## src/rtl/wb_cmd_master.sv

```systemverilog
// Single-outstanding bus master: command FIFO feeding a stb/ack slave bus,
// one response (read data, timeout flag) returned per command.
module wb_cmd_master #(
    parameter int DEPTH   = 4,
    parameter int TIMEOUT = 255
) (
    input  logic        clk_i,
    input  logic        rst_ni,
    input  logic        cmd_valid_i,
    output logic        cmd_ready_o,
    input  logic        cmd_we_i,
    input  logic [29:0] cmd_adr_i,
    input  logic [3:0]  cmd_sel_i,
    input  logic [31:0] cmd_dat_i,
    output logic        rsp_valid_o,
    input  logic        rsp_ready_i,
    output logic [31:0] rsp_dat_o,
    output logic        rsp_err_o,
    output logic        stb_o,
    output logic        we_o,
    output logic [29:0] adr_o,
    output logic [3:0]  sel_o,
    output logic [31:0] dat_o,
    input  logic [31:0] dat_i,
    input  logic        ack_i,
    output logic        busy_o
);

    localparam int AW = $clog2(DEPTH);
    localparam int EW = 1 + 30 + 4 + 32;
    localparam logic [15:0] TO_LAST = 16'(TIMEOUT - 1);

    typedef enum logic [1:0] {
        IDLE,
        BUS,
        RESP
    } state_t;

    state_t state, state_nx;

    logic [EW-1:0] mem [DEPTH];
    logic [AW:0]   wptr, rptr;
    logic          full, empty, push, pop;
    logic          cap_ack, cap_to;
    logic [15:0]   cnt;
    logic [31:0]   rsp_dat_q;
    logic          rsp_err_q;

    assign empty = (wptr == rptr);
    assign full  = (wptr[AW] != rptr[AW]) &&
                   (wptr[AW-1:0] == rptr[AW-1:0]);
    assign push  = cmd_valid_i && !full;

    assign cmd_ready_o = !full;
    assign stb_o       = (state == BUS);
    assign rsp_valid_o = (state == RESP);
    assign rsp_dat_o   = rsp_dat_q;
    assign rsp_err_o   = rsp_err_q;
    assign busy_o      = (state != IDLE) || !empty;

    always_ff @(posedge clk_i) begin
        if (push) begin
            mem[wptr[AW-1:0]] <= {cmd_we_i, cmd_adr_i, cmd_sel_i, cmd_dat_i};
        end
    end

    always_comb begin
        state_nx = state;
        pop      = 1'b0;
        cap_ack  = 1'b0;
        cap_to   = 1'b0;
        unique case (state)
            IDLE: begin
                if (!empty) begin
                    pop      = 1'b1;
                    state_nx = BUS;
                end
            end
            BUS: begin
                // ack has priority over a timeout in the same cycle
                if (ack_i) begin
                    cap_ack  = 1'b1;
                    state_nx = RESP;
                end else if (cnt == TO_LAST) begin
                    cap_to   = 1'b1;
                    state_nx = RESP;
                end
            end
            RESP: begin
                if (rsp_ready_i) begin
                    state_nx = IDLE;
                end
            end
            default: state_nx = IDLE;
        endcase
    end

    always_ff @(posedge clk_i or negedge rst_ni) begin
        if (!rst_ni) begin
            state     <= IDLE;
            wptr      <= '0;
            rptr      <= '0;
            we_o      <= 1'b0;
            adr_o     <= '0;
            sel_o     <= '0;
            dat_o     <= '0;
            cnt       <= '0;
            rsp_dat_q <= '0;
            rsp_err_q <= 1'b0;
        end else begin
            state <= state_nx;
            if (push) begin
                wptr <= wptr + 1'b1;
            end
            if (pop) begin
                rptr <= rptr + 1'b1;
                {we_o, adr_o, sel_o, dat_o} <= mem[rptr[AW-1:0]];
                cnt <= '0;
            end else if (state == BUS && cnt != 16'hFFFF) begin
                cnt <= cnt + 16'd1;
            end
            if (cap_ack) begin
                rsp_dat_q <= we_o ? 32'd0 : dat_i;
                rsp_err_q <= 1'b0;
            end else if (cap_to) begin
                rsp_dat_q <= 32'd0;
                rsp_err_q <= 1'b1;
            end
        end
    end

endmodule

```

## config.mk

```make
export PLATFORM = sky130hd
export DESIGN_NAME = wb_cmd_master
export DESIGN_NICKNAME = d
export VERILOG_FILES = /design/src/rtl/wb_cmd_master.sv
export SDC_FILE = /design/constraint.sdc
export NUM_CORES = 1
export LEC_CHECK = 0
export BUFFER_PORTS_ARGS = -buffer_cell sky130_fd_sc_hd__clkbuf_2
export CORE_ASPECT_RATIO = 1.5
export CORE_MARGIN = 3
export CORE_UTILIZATION = 57
export DETAILED_ROUTE_END_ITERATION = 12
export GPL_TIMING_DRIVEN = 1
export HOLD_SLACK_MARGIN = 0.03
export PLACE_DENSITY = 0.81
export SYNTH_ARGS = -nofsm -noshare
export SYNTH_HDL_FRONTEND = slang
export SYNTH_SLANG_ARGS = --single-unit
```

## constraint.sdc

```tcl
create_clock -name clk_i -period 4 [get_ports clk_i]
set_clock_uncertainty 0.1 [all_clocks]
set_input_delay 0.2 -clock clk_i [delete_from_list [all_inputs] [get_ports clk_i]]
set_output_delay 0.2 -clock clk_i [all_outputs]
set_load 0.01 [all_outputs]
```

==> impl_results.md, run 1 <==
* Status: complete, no violations
* Synth top area cells: edfxtp_1 54%, dfrtp_1 21%, mux4_2 10%, mux2_2 4.8%, a22o_1 2.0%
* TritonCTS clock tree: built
* Synth Net Count at 827
* Cell Int Power at 9.80 mW
* Top cells by count, synth: 268 x edfxtp_1, 124 x dfrtp_1, 67 x mux4_2
* Final wirelength at 32000 µm
* Net Sw Power at 4.32 mW
* Sink Count at 392
* CTS buffer count at 36
* H-tree levels at 2
* First-pass GRT wire length at 49000 µm
* Area grow syn2layout at 24.7%
* HP Class: in2async
* Critical Path Slowest Stage Cell: and2_4
* Total power at 14.1 mW
* 1st-pass router iterations at 6
* CP Buf/Inv Count at 1
* Layout cell share with drive strength beyond 1 at 39.6%
* RSZ-0062 raised after global routing: no
* IO Count at 208
* Setup-failing EPs final at 0
* Yosys cell types at 52
* Sequential Power Share at 43.7%
* Placer Congestion at 0.865
* Synth Cell Area at 0.0148 mm²
* Clock power share at 24.1%
* Final Hold Viols at 0
* Area leader, netlist: edfxtp_1
* Area of the core at 0.0253 mm²
* Row Count at 71
* Buffers on Ports at 207
* Initial antenna violation count at 1
* Seq/Total Area, Yosys at 75.4%
* GRT Residual Overflow at 0
* Period utilisation layout at 66.6%
* Clock Latency Late Sink at 510 ps
* Clk root buf: clkbuf_16
* Max Slew Vio Count at 0
* Synth Flop Type: edfxtp_1
* FF+latch count, synth at 392
* Total track usage at 23.2%
* Vias in the first global route at 8678
* Crit Path Class: reg2reg
* Hpwl dp at 18200 µm
* Setup crit start: rptr[1]$_DFFE_PN0P_
* Crit. End Element: register
* Worst EP arrival at 2760 ps
* VDD IR max at 0.573 mV
* CTS Buffer Depth at 3
* CP max stage delay at 630 ps
* Die Height at 203 µm
* Switching Fraction at 30.6%
* Via count at 8018
* Final Hold Slack at 270 ps
* Cell with the most instances after synthesis: edfxtp_1
* Critical path's top delay family: simple AND/OR/NAND/NOR gates
* Crit start category: register
* Asr flop ratio synth at 31.6%
* Maxcap violations at 0
* Slew margin rel. at 32.7%
* Leakage at 7.11 nW
* # DRC at 0
* Final min period at 2660 ps
* Crit Reg-Reg Startpoint: rptr[1]$_DFFE_PN0P_
* Worst-path clk slew at 60 ps
* Avg Cell Area, Syn at 20.7 µm²
* Drt initial violations at 464
* Worst-Margin Slew at 1010 ps
* Mapped Cells at 716
* Layout Nets at 1156
* Fmax at 375 MHz
* Die width at 138 µm
* Largest net degree at the start of global routing at 97
* Via density per instance at 5.72
* Routed length per instance at 22.8 µm
* Top-area cell type share of the netlist area at 54.4%
* Die ar. at 0.0280 mm²
* CTS resizes at 0
* Post-synth EDFFs at 268
* WP data required at 4090 ps
* TNS Setup at 0 ps
* CP Max Fanout at 34
* CP cell instances: xnor2_1 -> a31oi_1 -> and2_4 -> buf_12
* Final ANT Viol Nets at 0
* Synth Warn # at 0
* Combinational power share at 32.2%
* Initial Util at 58.4%
* Power Density at 765 mW/mm²
-- path summary, 6_finish.rpt --
path	cells past startpoint	slack (ps)	to
worst max-delay path	4	1340	mem[0][19]$_DFFE_PP_
worst max register to register	4	1340	mem[0][19]$_DFFE_PP_
min in group clk_i	2	350	mem[3][3]$_DFFE_PP_
max in group asynchronous	3	2540	rsp_dat_o[9]$_DFFE_PN0P_
worst min register to register	1	390	adr_o[20]$_DFFE_PN0P_
worst min-delay path	2	270	adr_o[25]$_DFFE_PN0P_
-- worst reg2reg max path, cell delays in order (launching register included) --
cell and delay (ps):
dfrtp_4 470, xnor2_1 230, a31oi_1 560, and2_4 630
buf_12 310
-- logic make-up (layout without fill, tap and decap cells) --
logic type      Yosys count  count (layout)  synth area share (%)
flops                   392             392                  75.4
fa+ha+maj                 7               7                 0.592
xor+xnor                 10              10                 0.643
simple gates             70              70                  2.82
mux                     141             141                  15.8
other cells               0               1                     0
buf+inv                  41             397                  1.50
compound gates           55              55                  3.30
-- placed cells by master (no fill, tap or decap), types with 4 or more instances in the layout --
cell type      count
mux2i_1            5
dfrtp_1          122
clkbuf_2         206
a22o_1            33
clkbuf_1           6
dlygate4sd3_1    103
inv_1              8
ha_1               7
nand4_1            6
nand2_1           12
mux2_2            63
buf_4             10
and4_1             4
clkbuf_16         36
nor2_1             8
mux4_2            67
mux2_1             6
nand3_1            9
xnor2_1            6
clkinv_1           5
buf_12             4
a221o_1            4
clkinv_2           7
and2_4             4
bufinv_16          4
nor3_1             6
edfxtp_1         268
-- area by class of cell --
| cell class | count | area [µm²] |
|---|---|---|
| flip-flops and latches | 392 | 11200 |
| diodes | 1 | 2.50 |
| clock buffers | 45 | 965 |
| well taps | 328 | 410 |
| repair buffers | 324 | 2230 |
| inverters | 8 | 30.0 |
| clock inverters | 20 | 214 |
| fillers | 1429 | 6870 |
| multi-input cells | 283 | 3440 |
-- power groups by stage --
| stage | logic (mW) | registers [mW] | clock network [mW] |
|---|---|---|---|
| 4_1_cts | 4.60 | 6.15 | 3.44 |
| 6_report | 4.54 | 6.17 | 3.41 |
| 2_1_floorplan | 2.89 | 6.33 | 0 |
| 3_3_place_gp | 4.38 | 6.14 | 0 |
| 5_1_grt | 4.92 | 6.27 | 3.62 |
| 3_5_place_dp | 4.46 | 6.20 | 0 |
-- metal layers --
| metal | wire length, µm | part of all wire (%) | up-vias | global-route usage (%) |
|---|---|---|---|---|
| met4 | 1090 | 3.4 | 0 | 8.38 |
| met5 | 0 | 0 | - | 0 |
| met2 | 17400 | 54 | 331 | 41.6 |
| li1 | - | - | 3543 | - |
| met1 | 11600 | 36 | 4078 | 27.8 |
| met3 | 1940 | 6.1 | 66 | 4.37 |
-- repair_timing --
action,CTS,global route
setup buffers,0,0
hold endpoints to repair,400,0
hold buffers,103,0
-- flip-flops by register name, summed over array words and instances (netlist names) --
name,flops
wptr,3
rsp_err_o,1
mem,268
adr_o,30
cnt,16
sel_o,4
rptr,3
dat_o,32
rsp_dat_o,32
we_o,1
state,2
-- metrics by stage --
step | utilization, % | std cells | setup slack [ps] | instance area, µm²
after floorplan | - | 716 | 687 | 14800
after global placement | 64.1 | 1232 | 1410 | 16200
after detailed placement | 64.1 | 1232 | 1360 | 16200
after CTS | 72.9 | 1400 | 1340 | 18400
after global routing | 72.9 | 1401 | 1200 | 18400
final | 72.9 | 1401 | 1340 | 18400
No activity file was read; power rests on OpenSTA's default activity.
==> run 2, diff against run 1 <==
--- a/config.mk
+++ b/config.mk
@@ -5,6 +5,7 @@
 export SDC_FILE = /design/constraint.sdc
 export NUM_CORES = 1
 export LEC_CHECK = 0
+export ABC_AREA = 1
 export BUFFER_PORTS_ARGS = -buffer_cell sky130_fd_sc_hd__clkbuf_2
 export CORE_ASPECT_RATIO = 1.5
 export CORE_MARGIN = 3
==> constraint.sdc (replaced) <==
create_clock -name clk_i -period 2.6 [get_ports clk_i]
set_clock_uncertainty 0.1 [all_clocks]
set_input_delay 0.13 -clock clk_i [delete_from_list [all_inputs] [get_ports clk_i]]
set_output_delay 0.13 -clock clk_i [all_outputs]
set_load 0.01 [all_outputs]
==> run 2 against run 1 <==
Compared with the run above:
- power rose by 57%
- flip-flop and latch count is the same
- die area rose by 2.6%
- combinational power increased by 64%
- sequential share of layout area decreased by 1.4 points
- critical path type unchanged
- largest cell class unchanged
- largest power group unchanged
==> impl_results.md, run 2 <==
* Period utilisation layout at 82.4%
* Largest family of logic cells by synthesized area: simple AND/OR/NAND/NOR gates
* Status: complete, no violations
* Final Hold Slack at 19.4 ps
* Utilization after layout at 72.5%
* Final Hold Viols at 0
* Max Slew Vio Count at 0
* Setup-failing EPs final at 0
* Avg Cell Area, Syn at 11.8 µm²
* Final ANT Viol Nets at 0
* R2r endpoint: mem[1][55]$_DFFE_PP_
* Slew margin rel. at 38.7%
* Post-Synth Simple-Gate Area at 15.3%
* Drt initial violations at 859
* Row Count at 72
* Via density per instance at 5.60
* IO Count at 208
* Final min period at 2140 ps
* Post-synth EDFFs at 268
* Final wirelength at 36700 µm
* Setup crit start: rptr[1]$_DFFE_PN0P_
* Layout Nets at 1698
* Synth Flop Type: edfxtp_1
* Cell with the most instances after synthesis: nand2_1
* H-tree levels at 2
* Area of the core at 0.0260 mm²
* RSZ-0062 raised after global routing: no
* 1st-pass router iterations at 5
* Total track usage at 25.4%
* Yosys cell types at 29
* Top-area cell type share of the netlist area at 53.0%
* Post-synthesis mux area share at 0%
* N_diodes at 0
* Top cells by count, synth: 354 x nand2_1, 268 x edfxtp_1, 153 x nor2_1
* Layout cell share with drive strength beyond 1 at 18.9%
* Crit Reg-Reg Startpoint: rptr[1]$_DFFE_PN0P_
* Via count at 10905
* Worst-Margin Slew at 920 ps
* Power Density at 1170 mW/mm²
* HP Class: in2async
* Seq/Total Area, Yosys at 73.4%
* Place WS at 469 ps
* Crit Path Class: reg2reg
* Area share of xor/xnor cells in the synthesized design at 0.576%
* Worst Setup EP: mem[1][55]$_DFFE_PP_
* Clk root buf: clkbuf_16
* Mapped Cells at 1290
* CTS buffer count at 34
* Area leader, netlist: edfxtp_1
* Worst EP arrival at 2210 ps
* Die width at 139 µm
* Dpl cell area at 0.0166 mm²
* Worst-path clk slew at 70 ps
* First-pass GRT wire length at 58100 µm
* Buffers on Ports at 207
* TritonCTS clock tree: built
* Fillcell total at 1568
* Design Area, Final at 0.0189 mm²
* DP Cell Count at 1781
* # DRC at 0
* Final WS setup at 456 ps
* TNS Setup at 0 ps
* R2R cell count at 7
* Maxcap violations at 0
* Synth Net Count at 1401
* Asr flop ratio synth at 31.6%
* Synth top area cells: edfxtp_1 53%, dfrtp_1 20%, nand2_1 8.7%, o21ai_0 4.3%, nor2_1 3.8%
* FF-to-FF setup slack at 460 ps
* Die ar. at 0.0287 mm²
* Synth Cell Area at 0.0152 mm²
* Vias in the first global route at 11291
* Crit. End Element: register
* Fin cells at 1946
* Die Height at 206 µm
* Largest register FFs at 268
* Hpwl dp at 20600 µm
* Leakage at 7.92 nW
* CP Max Fanout at 31
* Fmax at 466 MHz
* GRT Residual Overflow at 0
* Clock Latency Late Sink at 520 ps
* Placer Congestion at 0.841
* Compound-cell area share of the yosys netlist at 7.42%
* CTS Buffer Depth at 3
* Area grow syn2layout at 24.2%
* Crit start category: register
* WP data required at 2660 ps
* Largest net degree at the start of global routing at 136
* Adder-cell share of the synthesized area at 0.576%
* Commonest non-fill, non-tap cell in the layout: nand2_1
* Initial antenna violation count at 0
* Routed length per instance at 18.9 µm
* Initial Util at 58.4%
* VDD IR max at 0.945 mV
* Total power at 22.1 mW
* Most frequent cells in the layout: 353 x nand2_1, 268 x edfxtp_1, 206 x clkbuf_2, 149 x nor2_1, 132 x o21ai_0
* Synth Warn # at 0
* Sink Count at 392
* FF+latch count, synth at 392
## run 2: final cells by class
cell class / instances / area, µm² / area share (%)
Clock buffer: 47 / 1020 / 5.39
Clock inverter: 15 / 205 / 1.09
Timing Repair Buffer: 329 / 2300 / 12.2
Multi-Input combinational cell: 800 / 3660 / 19.4
Sequential cell: 392 / 11200 / 59.1
Tap cell: 333 / 417 / 2.21
Inverter: 30 / 118 / 0.623
## run 2: worst min path at each step
stage / end / slack (ps) / cells past startpoint
4_1_cts: cnt[9]$_DFFE_PN0P_ / 50 / 2
3_3_place_gp: cnt[9]$_DFFE_PN0P_ / 5 / 1
6_report: cnt[9]$_DFFE_PN0P_ / 20 / 2
5_1_grt: cnt[9]$_DFFE_PN0P_ / 50 / 2
2_1_floorplan: adr_o[0]$_DFFE_PN0P_ / -270 / 0
3_5_place_dp: cnt[9]$_DFFE_PN0P_ / 10 / 1
## run 2: what timing repair did
action | CTS | global route
gates resized for setup | 0 | 0
hold endpoints to repair | 429 | 0
hold buffers | 103 | 0
buffers inserted | 0 | 0
## run 2: per-layer routing
metal	track usage (%)	up-vias	part of all wire (%)
met3	4.42	81	7.0
met1	30.3	5301	37
li1	-	5017	-
met4	9.79	0	3.1
met2	46.2	506	53
met5	0	-	0
## run 2: cell families (layout without fill, tap and decap cells)
kind of cell / count (synthesis) / in the layout
XOR/XNOR: 10 / 10
buffers and inverters: 98 / 421
AO/OA/AOI/OAI: 208 / 208
flip-flops: 392 / 392
adder cells (fa/ha/maj): 7 / 7
AND/OR/NAND/NOR: 575 / 575
## run 2: worst max-delay path, stage by stage (launching register included)
cell     delay [ps]
dfrtp_2         540
inv_2            60
nand2_1          60
nand2_1          90
nand4_1         190
nand2_4         160
nor2_4          150
buf_4           430
## run 2: where the power goes
group          total [mW]  internal, mW  switching, mW
Sequential           9.24          8.51          0.731
Combinational        7.45          2.35           5.10
Clock                5.42          3.25           2.17
